<file path="src/rtl/vmem_fill_pkg.sv">
// Shared constants, register map and FSM encoding for the vmem rectangle-fill engine.
package vmem_fill_pkg;

    localparam logic [1:0] REG_XY    = 2'd0;
    localparam logic [1:0] REG_WH    = 2'd1;
    localparam logic [1:0] REG_COLOR = 2'd2;
    localparam logic [1:0] REG_CTRL  = 2'd3;

    // CTRL write bits
    localparam int unsigned CTRL_START_BIT   = 0;
    localparam int unsigned CTRL_PATTERN_BIT = 1;

    localparam int unsigned LCD_W_DEFAULT = 240;
    localparam int unsigned LCD_H_DEFAULT = 240;

    typedef enum logic [1:0] {
        StIdle,
        StFill,
        StDone
    } fill_state_e;

    function automatic logic [2:0] pick_colour(input logic       pattern,
                                               input logic       parity,
                                               input logic [2:0] c0,
                                               input logic [2:0] c1);
        return (pattern && parity) ? c1 : c0;
    endfunction

endpackage

</file>
<file path="src/rtl/vmem_fill_walker.sv">
// Column/row walker for the fill engine: stallable counters, last-pixel flag and
// screen clipping of the current pixel.
module vmem_fill_walker
    import vmem_fill_pkg::*;
#(
    parameter int unsigned LCD_W = LCD_W_DEFAULT,
    parameter int unsigned LCD_H = LCD_H_DEFAULT
) (
    input  logic        clk_i,
    input  logic        rst_i,
    input  logic        clear_i,
    input  logic        advance_i,
    input  logic [7:0]  x0_i,
    input  logic [7:0]  y0_i,
    input  logic [7:0]  w_i,
    input  logic [7:0]  h_i,
    output logic        last_o,
    output logic        inside_o,
    output logic        parity_o,
    output logic [15:0] addr_o
);

    logic [7:0] col_q, col_d;
    logic [7:0] row_q, row_d;
    logic       col_end;
    logic [8:0] x_sum;
    logic [8:0] y_sum;

    assign col_end = (col_q == w_i - 8'd1);
    assign last_o  = col_end && (row_q == h_i - 8'd1);

    // 9-bit sums so a coordinate past 255 is clipped rather than wrapping on-screen
    assign x_sum    = {1'b0, x0_i} + {1'b0, col_q};
    assign y_sum    = {1'b0, y0_i} + {1'b0, row_q};
    assign inside_o = (x_sum < 9'(LCD_W)) && (y_sum < 9'(LCD_H));
    assign addr_o   = {y_sum[7:0], x_sum[7:0]};
    assign parity_o = col_q[0] ^ row_q[0];

    always_comb begin
        col_d = col_q;
        row_d = row_q;
        if (clear_i) begin
            col_d = 8'd0;
            row_d = 8'd0;
        end else if (advance_i) begin
            if (col_end) begin
                col_d = 8'd0;
                row_d = row_q + 8'd1;
            end else begin
                col_d = col_q + 8'd1;
            end
        end
    end

    always_ff @(posedge clk_i or posedge rst_i) begin
        if (rst_i) begin
            col_q <= 8'd0;
            row_q <= 8'd0;
        end else begin
            col_q <= col_d;
            row_q <= row_d;
        end
    end

endmodule

</file>
<file path="src/rtl/vmem_fill.sv">
// Memory-mapped rectangle-fill engine and vmem write-port mux (CPU stores win).
// Optional checkerboard colouring is enabled by defining VMEM_FILL_PATTERN_EN.
module vmem_fill
    import vmem_fill_pkg::*;
#(
    parameter int unsigned LCD_W = LCD_W_DEFAULT,
    parameter int unsigned LCD_H = LCD_H_DEFAULT
) (
    input  logic        clk_i,
    input  logic        rst_i,
    input  logic        cfg_we_i,
    input  logic [1:0]  cfg_addr_i,
    input  logic [31:0] cfg_wdata_i,
    output logic [31:0] cfg_rdata_o,
    input  logic        cpu_vmem_we_i,
    input  logic [15:0] cpu_vmem_addr_i,
    input  logic [2:0]  cpu_vmem_wdata_i,
    output logic        vmem_we_o,
    output logic [15:0] vmem_addr_o,
    output logic [2:0]  vmem_wdata_o,
    output logic        busy_o,
    output logic        done_o
);

    fill_state_e state_q, state_d;

    // Programmed registers
    logic [7:0]  x0_q, y0_q, w_q, h_q;
    logic [2:0]  c0_q, c1_q;
    // Working copies latched at start so reprogramming cannot disturb a fill
    logic [7:0]  wx0_q, wy0_q, ww_q, wh_q;
    logic [2:0]  wc0_q;
    logic        done_sticky_q;
    logic [31:0] rdata_q, rdata_d;

    logic        start_req;
    logic        start_fill;
    logic        engine_cycle;
    logic        walk_last;
    logic        walk_inside;
    logic        walk_parity;
    logic [15:0] walk_addr;
    logic [2:0]  pixel_colour;
    logic        pattern_rd;
    logic        unused_wdata;

    assign unused_wdata = ^cfg_wdata_i[31:16];
    assign start_req    = cfg_we_i && (cfg_addr_i == REG_CTRL) && cfg_wdata_i[CTRL_START_BIT];

`ifdef VMEM_FILL_PATTERN_EN
    logic [2:0] wc1_q;
    logic       wpat_q;

    always_ff @(posedge clk_i or posedge rst_i) begin
        if (rst_i) begin
            wc1_q  <= 3'd0;
            wpat_q <= 1'b0;
        end else if (start_fill) begin
            wc1_q  <= c1_q;
            wpat_q <= cfg_wdata_i[CTRL_PATTERN_BIT];
        end
    end

    assign pixel_colour = pick_colour(wpat_q, walk_parity, wc0_q, wc1_q);
    assign pattern_rd   = wpat_q;
`else
    logic unused_parity;

    assign unused_parity = walk_parity;
    assign pixel_colour  = wc0_q;
    assign pattern_rd    = 1'b0;
`endif

    vmem_fill_walker #(
        .LCD_W (LCD_W),
        .LCD_H (LCD_H)
    ) u_walker (
        .clk_i     (clk_i),
        .rst_i     (rst_i),
        .clear_i   (start_fill),
        .advance_i (engine_cycle),
        .x0_i      (wx0_q),
        .y0_i      (wy0_q),
        .w_i       (ww_q),
        .h_i       (wh_q),
        .last_o    (walk_last),
        .inside_o  (walk_inside),
        .parity_o  (walk_parity),
        .addr_o    (walk_addr)
    );

    always_comb begin
        state_d      = state_q;
        start_fill   = 1'b0;
        engine_cycle = 1'b0;
        busy_o       = 1'b0;
        done_o       = 1'b0;
        unique case (state_q)
            StIdle: begin
                if (start_req) begin
                    start_fill = 1'b1;
                    state_d    = ((w_q == 8'd0) || (h_q == 8'd0)) ? StDone : StFill;
                end
            end
            StFill: begin
                busy_o       = 1'b1;
                engine_cycle = !cpu_vmem_we_i;
                if (engine_cycle && walk_last) begin
                    state_d = StDone;
                end
            end
            StDone: begin
                done_o  = 1'b1;
                state_d = StIdle;
            end
            default: state_d = StIdle;
        endcase
    end

    always_ff @(posedge clk_i or posedge rst_i) begin
        if (rst_i) begin
            state_q <= StIdle;
        end else begin
            state_q <= state_d;
        end
    end

    always_ff @(posedge clk_i or posedge rst_i) begin
        if (rst_i) begin
            x0_q <= 8'd0;
            y0_q <= 8'd0;
            w_q  <= 8'd0;
            h_q  <= 8'd0;
            c0_q <= 3'd0;
            c1_q <= 3'd0;
        end else if (cfg_we_i && (state_q != StFill)) begin
            case (cfg_addr_i)
                REG_XY: begin
                    x0_q <= cfg_wdata_i[7:0];
                    y0_q <= cfg_wdata_i[15:8];
                end
                REG_WH: begin
                    w_q <= cfg_wdata_i[7:0];
                    h_q <= cfg_wdata_i[15:8];
                end
                REG_COLOR: begin
                    c0_q <= cfg_wdata_i[2:0];
                    c1_q <= cfg_wdata_i[5:3];
                end
                default: ;
            endcase
        end
    end

    always_ff @(posedge clk_i or posedge rst_i) begin
        if (rst_i) begin
            wx0_q         <= 8'd0;
            wy0_q         <= 8'd0;
            ww_q          <= 8'd0;
            wh_q          <= 8'd0;
            wc0_q         <= 3'd0;
            done_sticky_q <= 1'b0;
        end else if (start_fill) begin
            wx0_q         <= x0_q;
            wy0_q         <= y0_q;
            ww_q          <= w_q;
            wh_q          <= h_q;
            wc0_q         <= c0_q;
            done_sticky_q <= 1'b0;
        end else if (state_q == StDone) begin
            done_sticky_q <= 1'b1;
        end
    end

    always_comb begin
        rdata_d = 32'd0;
        case (cfg_addr_i)
            REG_XY:    rdata_d = {16'd0, y0_q, x0_q};
            REG_WH:    rdata_d = {16'd0, h_q, w_q};
            REG_COLOR: rdata_d = {26'd0, c1_q, c0_q};
            REG_CTRL:  rdata_d = {29'd0, pattern_rd, done_sticky_q, state_q == StFill};
            default:   rdata_d = 32'd0;
        endcase
    end

    always_ff @(posedge clk_i or posedge rst_i) begin
        if (rst_i) begin
            rdata_q <= 32'd0;
        end else begin
            rdata_q <= rdata_d;
        end
    end

    assign cfg_rdata_o = rdata_q;

    // CPU stores always win and pass straight through; the engine only drives idle slots
    always_comb begin
        vmem_we_o    = cpu_vmem_we_i;
        vmem_addr_o  = cpu_vmem_addr_i;
        vmem_wdata_o = cpu_vmem_wdata_i;
        if (!cpu_vmem_we_i && (state_q == StFill)) begin
            vmem_we_o    = walk_inside;
            vmem_addr_o  = walk_addr;
            vmem_wdata_o = pixel_colour;
        end
    end

endmodule

</file>
<file path="config.mk">
export PLATFORM = sky130hd
export DESIGN_NAME = vmem_fill
export DESIGN_NICKNAME = d
export VERILOG_FILES = /design/src/rtl/vmem_fill_pkg.sv /design/src/rtl/vmem_fill_walker.sv /design/src/rtl/vmem_fill.sv
export SDC_FILE = /design/constraint.sdc
export NUM_CORES = 1
export LEC_CHECK = 0
export ABC_AREA = 1
export CORE_MARGIN = 3
export CORE_UTILIZATION = 45
export DETAILED_ROUTE_END_ITERATION = 10
export PLACE_DENSITY = 0.84
export SYNTH_ARGS = -nofsm -noshare
export SYNTH_HDL_FRONTEND = slang
export SYNTH_SLANG_ARGS = --single-unit
</file>
<file path="constraint.sdc">
create_clock -name clk_i -period 3.65 [get_ports clk_i]
set_input_delay 0.73 -clock clk_i [delete_from_list [all_inputs] [get_ports clk_i]]
set_output_delay 0.73 -clock clk_i [all_outputs]
set_load 0.005 [all_outputs]
</file>
# After elaboration in Yosys (flattened, before gate mapping)
# Cells that the tools add are included.
# totals
n_memories	0
mem_bits_rw	0
word_cells	76
reg_bits	124
out_inout_bits	54
rom_bits	0
latchBits	0
# classes
n_reduce_logical	21
n_eq_ne	10
multipliers	0
order_cmp	2
n_div	0
add_sub_neg	6
shifts	0
muxes	21
n_bitwise	0
# ops
op	count
one-hot mux 32 bit (4 select lines)	1
two-way mux 8 bit	6
adder 8 x 8 -> 9 bit	2
< comparator 9 x 8 -> 1 bit, second input constant	2
adder 8 x 1 -> 8 bit, second input constant	2
equality test 8 bit	2
logical NOT 8 bit	2
two-way mux 16 bit	1
subtractor 8 x 1 -> 8 bit, second input constant	2
AND reduction 2 bit	5
two-way mux 1 bit	8
logical AND 1 bit	7
equality test 2 bit, second input constant	3
two-way mux 2 bit	3
nonzero test 2 bit	3
equality test 2 x 1 -> 1 bit, second input constant	2
logical NOT 2 bit	2
!= test 2 bit, second input constant	2
one-hot mux 2 bit (2 select lines)	1
two-way mux 3 bit	1
!= test 2 x 1 -> 1 bit, second input constant	1
logical NOT 1 bit	1
logical OR 1 bit	1

# Logic depth before layout (Yosys ltp)
# depth
depth_word	7
ltp_mapped	14
mapped_depth_nobuf	14

# Modules after synthesis
# A second synthesis with hierarchy kept.
# unflattened
cells_unflattened	802
area_unflattened_um2	6118.4
# by_module_without_submodules
mod	seq_area_each_um2	area_each_um2	cells_per_inst	instances
vmem_fill	2302.2	3947.5	457	1
vmem_fill_walker	400.4	2170.8	345	1

# Least setup slack after synthesis
# No wires, ideal clock.
# synth_timing
path_type	flip-flop to output port
startpoint	register u_walker.row_q[0]
endpoint	output port vmem_we_o
stages_incl_launch_ff	15
t_arrival_ns	1.691
slack_ns	1.229
t_required_ns	2.920
path_cell_list	dfrtp_1 > ha_1 > inv_1 > fa_1 > inv_1 > nand3_1 > nand2_1 > nand2_1 > nand2_1 > nand2_1 > nand2_1 > nor2_1 > nand3_1 > nand3_1 > nand2_1
# synth_between
elab_chain_len	4
# synth_rtl
element	line_no	rtl
start: declaration	vmem_fill_walker.sv:24	logic [7:0] row_q, row_d;
start signal: assignment	vmem_fill_walker.sv:61	row_q <= row_d;
adder 8 x 8 -> 9 bit	vmem_fill_walker.sv:34	assign y_sum = {1'b0, y0_i} + {1'b0, row_q};
< comparator 9 x 8 -> 1 bit	vmem_fill_walker.sv:35	assign inside_o = (x_sum < 9'(LCD_W)) && (y_sum < 9'(LCD_H));
logical AND 1 bit	vmem_fill_walker.sv:35	
two-way mux 1 bit	vmem_fill.sv:201	if (!cpu_vmem_we_i && (state_q == StFill)) begin
end: declaration	vmem_fill.sv:18	output logic vmem_we_o,
# No other way between the ends.

# Worst setup path after layout
# Same ends and word-level chain as after synthesis.

==> impl_metrics.tcl <==
set metrics [dict create \
    start_util_pct 47.2 \
    drt-total-wl_um 14100 \
    peakVddDrop_uv 339 \
    insertion_delay_ns 0.35 \
    cpMaxStageDelayCell "clkdlybuf4s50_1" \
    multi_input_area_um2 2850 \
    clockRootBuffer "clkbuf_16" \
    cts.sinks 108 \
    rsz0062_at_grt "no" \
    utilization_pct 56.4 \
    synth_area_leader_cell "dfrtp_1" \
    clockBufferDepth 2 \
    final_nets 953 \
    period_share_pct 94.0 \
    p_leak_nw 3.68 \
    cp_slowest_stage_delay_ns 0.50 \
    crit_path_frequent_cell "nand2_1" \
    cts_htree_levels 3 \
    die_x_um 122 \
    die_h_um 122 \
    grt_pass1_wl_um 23700 \
    synth_cell_types 36 \
    cts_tree "yes" \
    fillCellCount 1208 \
    gp_congestion 0.867 \
    power_switching_mw 1.98 \
    fin_tns_setup_ns 0 \
    drt_iter0_drc 490 \
    worstPathArrival_ns 2.70 \
    worstPathMaxFanout 6 \
    yosys.area_share.adder_pct 4.76 \
    intPower_mw 3.00 \
    grt_pass1_vias 4859 \
    drtPass1Iterations 5 \
    synth-seq-area-share_pct 44.3 \
    vias 5241 \
    cts_hold_buf 0 \
    core_area_um2 12900 \
    syn_area_per_cell_um2 7.61 \
    drc 0 \
    maxCapViolCount 0 \
    fp-row-count 41 \
    cp_top_family "simple AND/OR/NAND/NOR gates" \
    regArea_um2 2710 \
    async_reset_ff_share_pct 100 \
    use_met1_pct 28.7 \
    synth_area_um2 6100 \
    io_buffers 78 \
    synth_mux_area_share_pct 0 \
    synth_top_area_share_pct 44.3 \
    vias_per_cell 4.99 \
    cts_resized 0 \
    slew_viol_final 0 \
    synth_xor_area_share_pct 3.16 \
    synth_enable_flop_cells 0 \
    track_usage_pct 19.6 \
    yosys_most_used_dff "dfrtp_1" \
    synthSimpleGateAreaFrac_pct 27.2 \
    yosysMostFrequentCell "nand2_1" \
    numCtsBuffers 9 \
    drive_gt1_share_pct 5.46 \
    dp_hpwl_um 10500 \
    pwr-share-comb_pct 40.4 \
    hold_viol 0 \
    antenna_found_initial 0 \
    yosys_warnings 0 \
    grt_max_degree 48 \
    end_kind "output pin" \
    crit_path_start_kind "flip-flop" \
    switching_share_pct 39.8 \
    worstPathRequired_ns 2.92 \
    clkTransAtPathRegs_ns 0.07 \
    synth_compound_area_share_pct 10.6 \
    path_class "reg -> out" \
    pwr_density_cell_nw_per_um2 683 \
    hp-class "reg -> reg" \
    grt_overflow 0 \
    met3_usage_pct 3.46 \
    grt.busiest_layer "met2" \
    worstMarginPinSlew_ns 0.590 \
    setup_violations 0 \
    syn_to_final_growth_pct 19.5 \
    fin_skew_ns 0.00877 \
    synth_top_family_by_area "simple AND/OR/NAND/NOR gates" \
    ys_ff_latch 108 \
    critPathBufInv 3 \
    slew_headroom_pct 60.7 \
    synthTopCellsByArea "dfrtp_1 44%, nand2_1 16%, o21ai_0 7.1%, inv_1 5.8%, ha_1 4.1%" \
    dieArea_um2 15000 \
    min_period_ns 3.43 \
    pwr-share-seq_pct 40.0 \
    wl_per_cell_um 13.4 \
    io_pins 111 \
    outcome "finished, final reports clean" \
    path_cells "ha_1 -> inv_1 -> fa_1 -> inv_1 -> nand3_1 -> nand2_1 -> nand2_1 -> nand2_1 -> nand2_1 -> nand2_1 -> nor2_1 -> nand3_1 -> nand3_1 -> nand2_1 -> clkdlybuf4s50_1" \
    ys_top_cells_by_count "259 x nand2_1, 108 x dfrtp_1, 94 x inv_1" \
    ant_nets 0 \
    syn_inst 801 \
    cts_setup_buffers 0 \
    clock.fmax_mhz 292 \
    met2_usage_pct 30.6 \
    n_antenna_cell 0 \
    clkPwrFrac_pct 19.7 \
]
==> power by group through the flow <==
stage | clock network, mW | registers [mW] | logic, mW
2_1_floorplan | 0 | 1.87 | 1.47
3_5_place_dp | 0 | 1.99 | 1.99
5_1_grt | 1.04 | 2.04 | 2.34
3_3_place_gp | 0 | 1.97 | 1.94
6_report | 0.979 | 1.99 | 2.01
4_1_cts | 0.992 | 1.98 | 2.02
==> routing by layer <==
layer  routed length, um  vias to the layer above
li1                    -                     2687
met1                6930                     2388
met2                6150                      150
met3                 850                       16
met4                 173                        0
met5                   0                        -
==> cell type report <==
| class | count | share of cell area, % |
|---|---|---|
| clock buffers | 10 | 3.14 |
| clock inverters | 6 | 0.875 |
| inverters | 102 | 5.29 |
| multi-input cells | 567 | 39.1 |
| flip-flops and latches | 108 | 37.1 |
| well taps | 172 | 2.95 |
| repair buffers | 86 | 11.5 |
==> worst reg2reg max path, stage by stage, from the launching register on <==
cell      delay [ns]
dfrtp_1         0.40
inv_1           0.08
nand3_1         0.07
nor2_1          0.07
nand2_2         0.42
clkinv_1        0.62
a21oi_1         0.29
nand3_1         0.11
nand2_1         0.07
==> cell families (layout without fill, tap and decap cells) <==
family | after synthesis | in the layout
xor+xnor | 22 | 22
other cells | 1 | 16
buf+inv | 141 | 204
compound gates | 122 | 122
simple gates | 385 | 385
fa+ha+maj | 22 | 22
flops | 108 | 108
==> state kept, by name (all words and copies together) (netlist names) <==
signal / cells
c0_q: 3
c1_q: 3
cfg_rdata_o: 16
done_sticky_q: 1
h_q: 8
pixel_colour: 3
state_q: 2
u_walker.col_q: 8
u_walker.row_q: 8
w_q: 8
wh_q: 8
ww_q: 8
wx0_q: 8
wy0_q: 8
x0_q: 8
y0_q: 8
==> cells in the final DEF (no fill, tap or decap), types with 13 or more instances in the layout <==
cell type and count:
nor2_1 36, clkdlybuf4s50_1 78, a21oi_1 13, ha_1 20
o21ai_0 87, nand4_1 18, dfrtp_1 106, conb_1 16
inv_1 93, nand2_1 259, nand3_1 47
==> through the flow <==
| step | power [mW] | instances | hold WS, ns | setup WS [ns] | area, um2 |
|---|---|---|---|---|---|
| floorplan | 3.34 | 816 | 0.449 | 0.0744 | 6160 |
| global placement | 3.91 | 1035 | 0.466 | 0.522 | 6990 |
| detailed placement | 3.99 | 1035 | 0.473 | 0.478 | 6990 |
| CTS | 4.98 | 1051 | 0.491 | 0.138 | 7290 |
| global route | 5.42 | 1051 | 0.522 | 0.0181 | 7290 |
| finish | 4.98 | 1051 | 0.488 | 0.221 | 7290 |
==> worst paths after layout <==
| check | cells after the start | slack, ns | to | from |
|---|---|---|---|---|
| setup / recovery | 15 | 0.22 | vmem_we_o | u_walker.row_q[0]$_DFFE_PP0P_ |
| hold / removal | 2 | 0.49 | c1_q[0]$_DFFE_PP0P_ | c1_q[0]$_DFFE_PP0P_ |
| setup reg to reg | 8 | 1.48 | u_walker.row_q[6]$_DFFE_PP0P_ | state_q[1]$_DFFE_PP0P_ |
| hold reg to reg | 2 | 0.49 | c1_q[0]$_DFFE_PP0P_ | c1_q[0]$_DFFE_PP0P_ |
| max in group asynchronous | 3 | 2.07 | wh_q[3]$_DFFE_PP0P_ | rst_i |
| min in group asynchronous | 2 | 0.79 | w_q[1]$_DFFE_PP0P_ | rst_i |
Power figures use the tool's default switching activity.
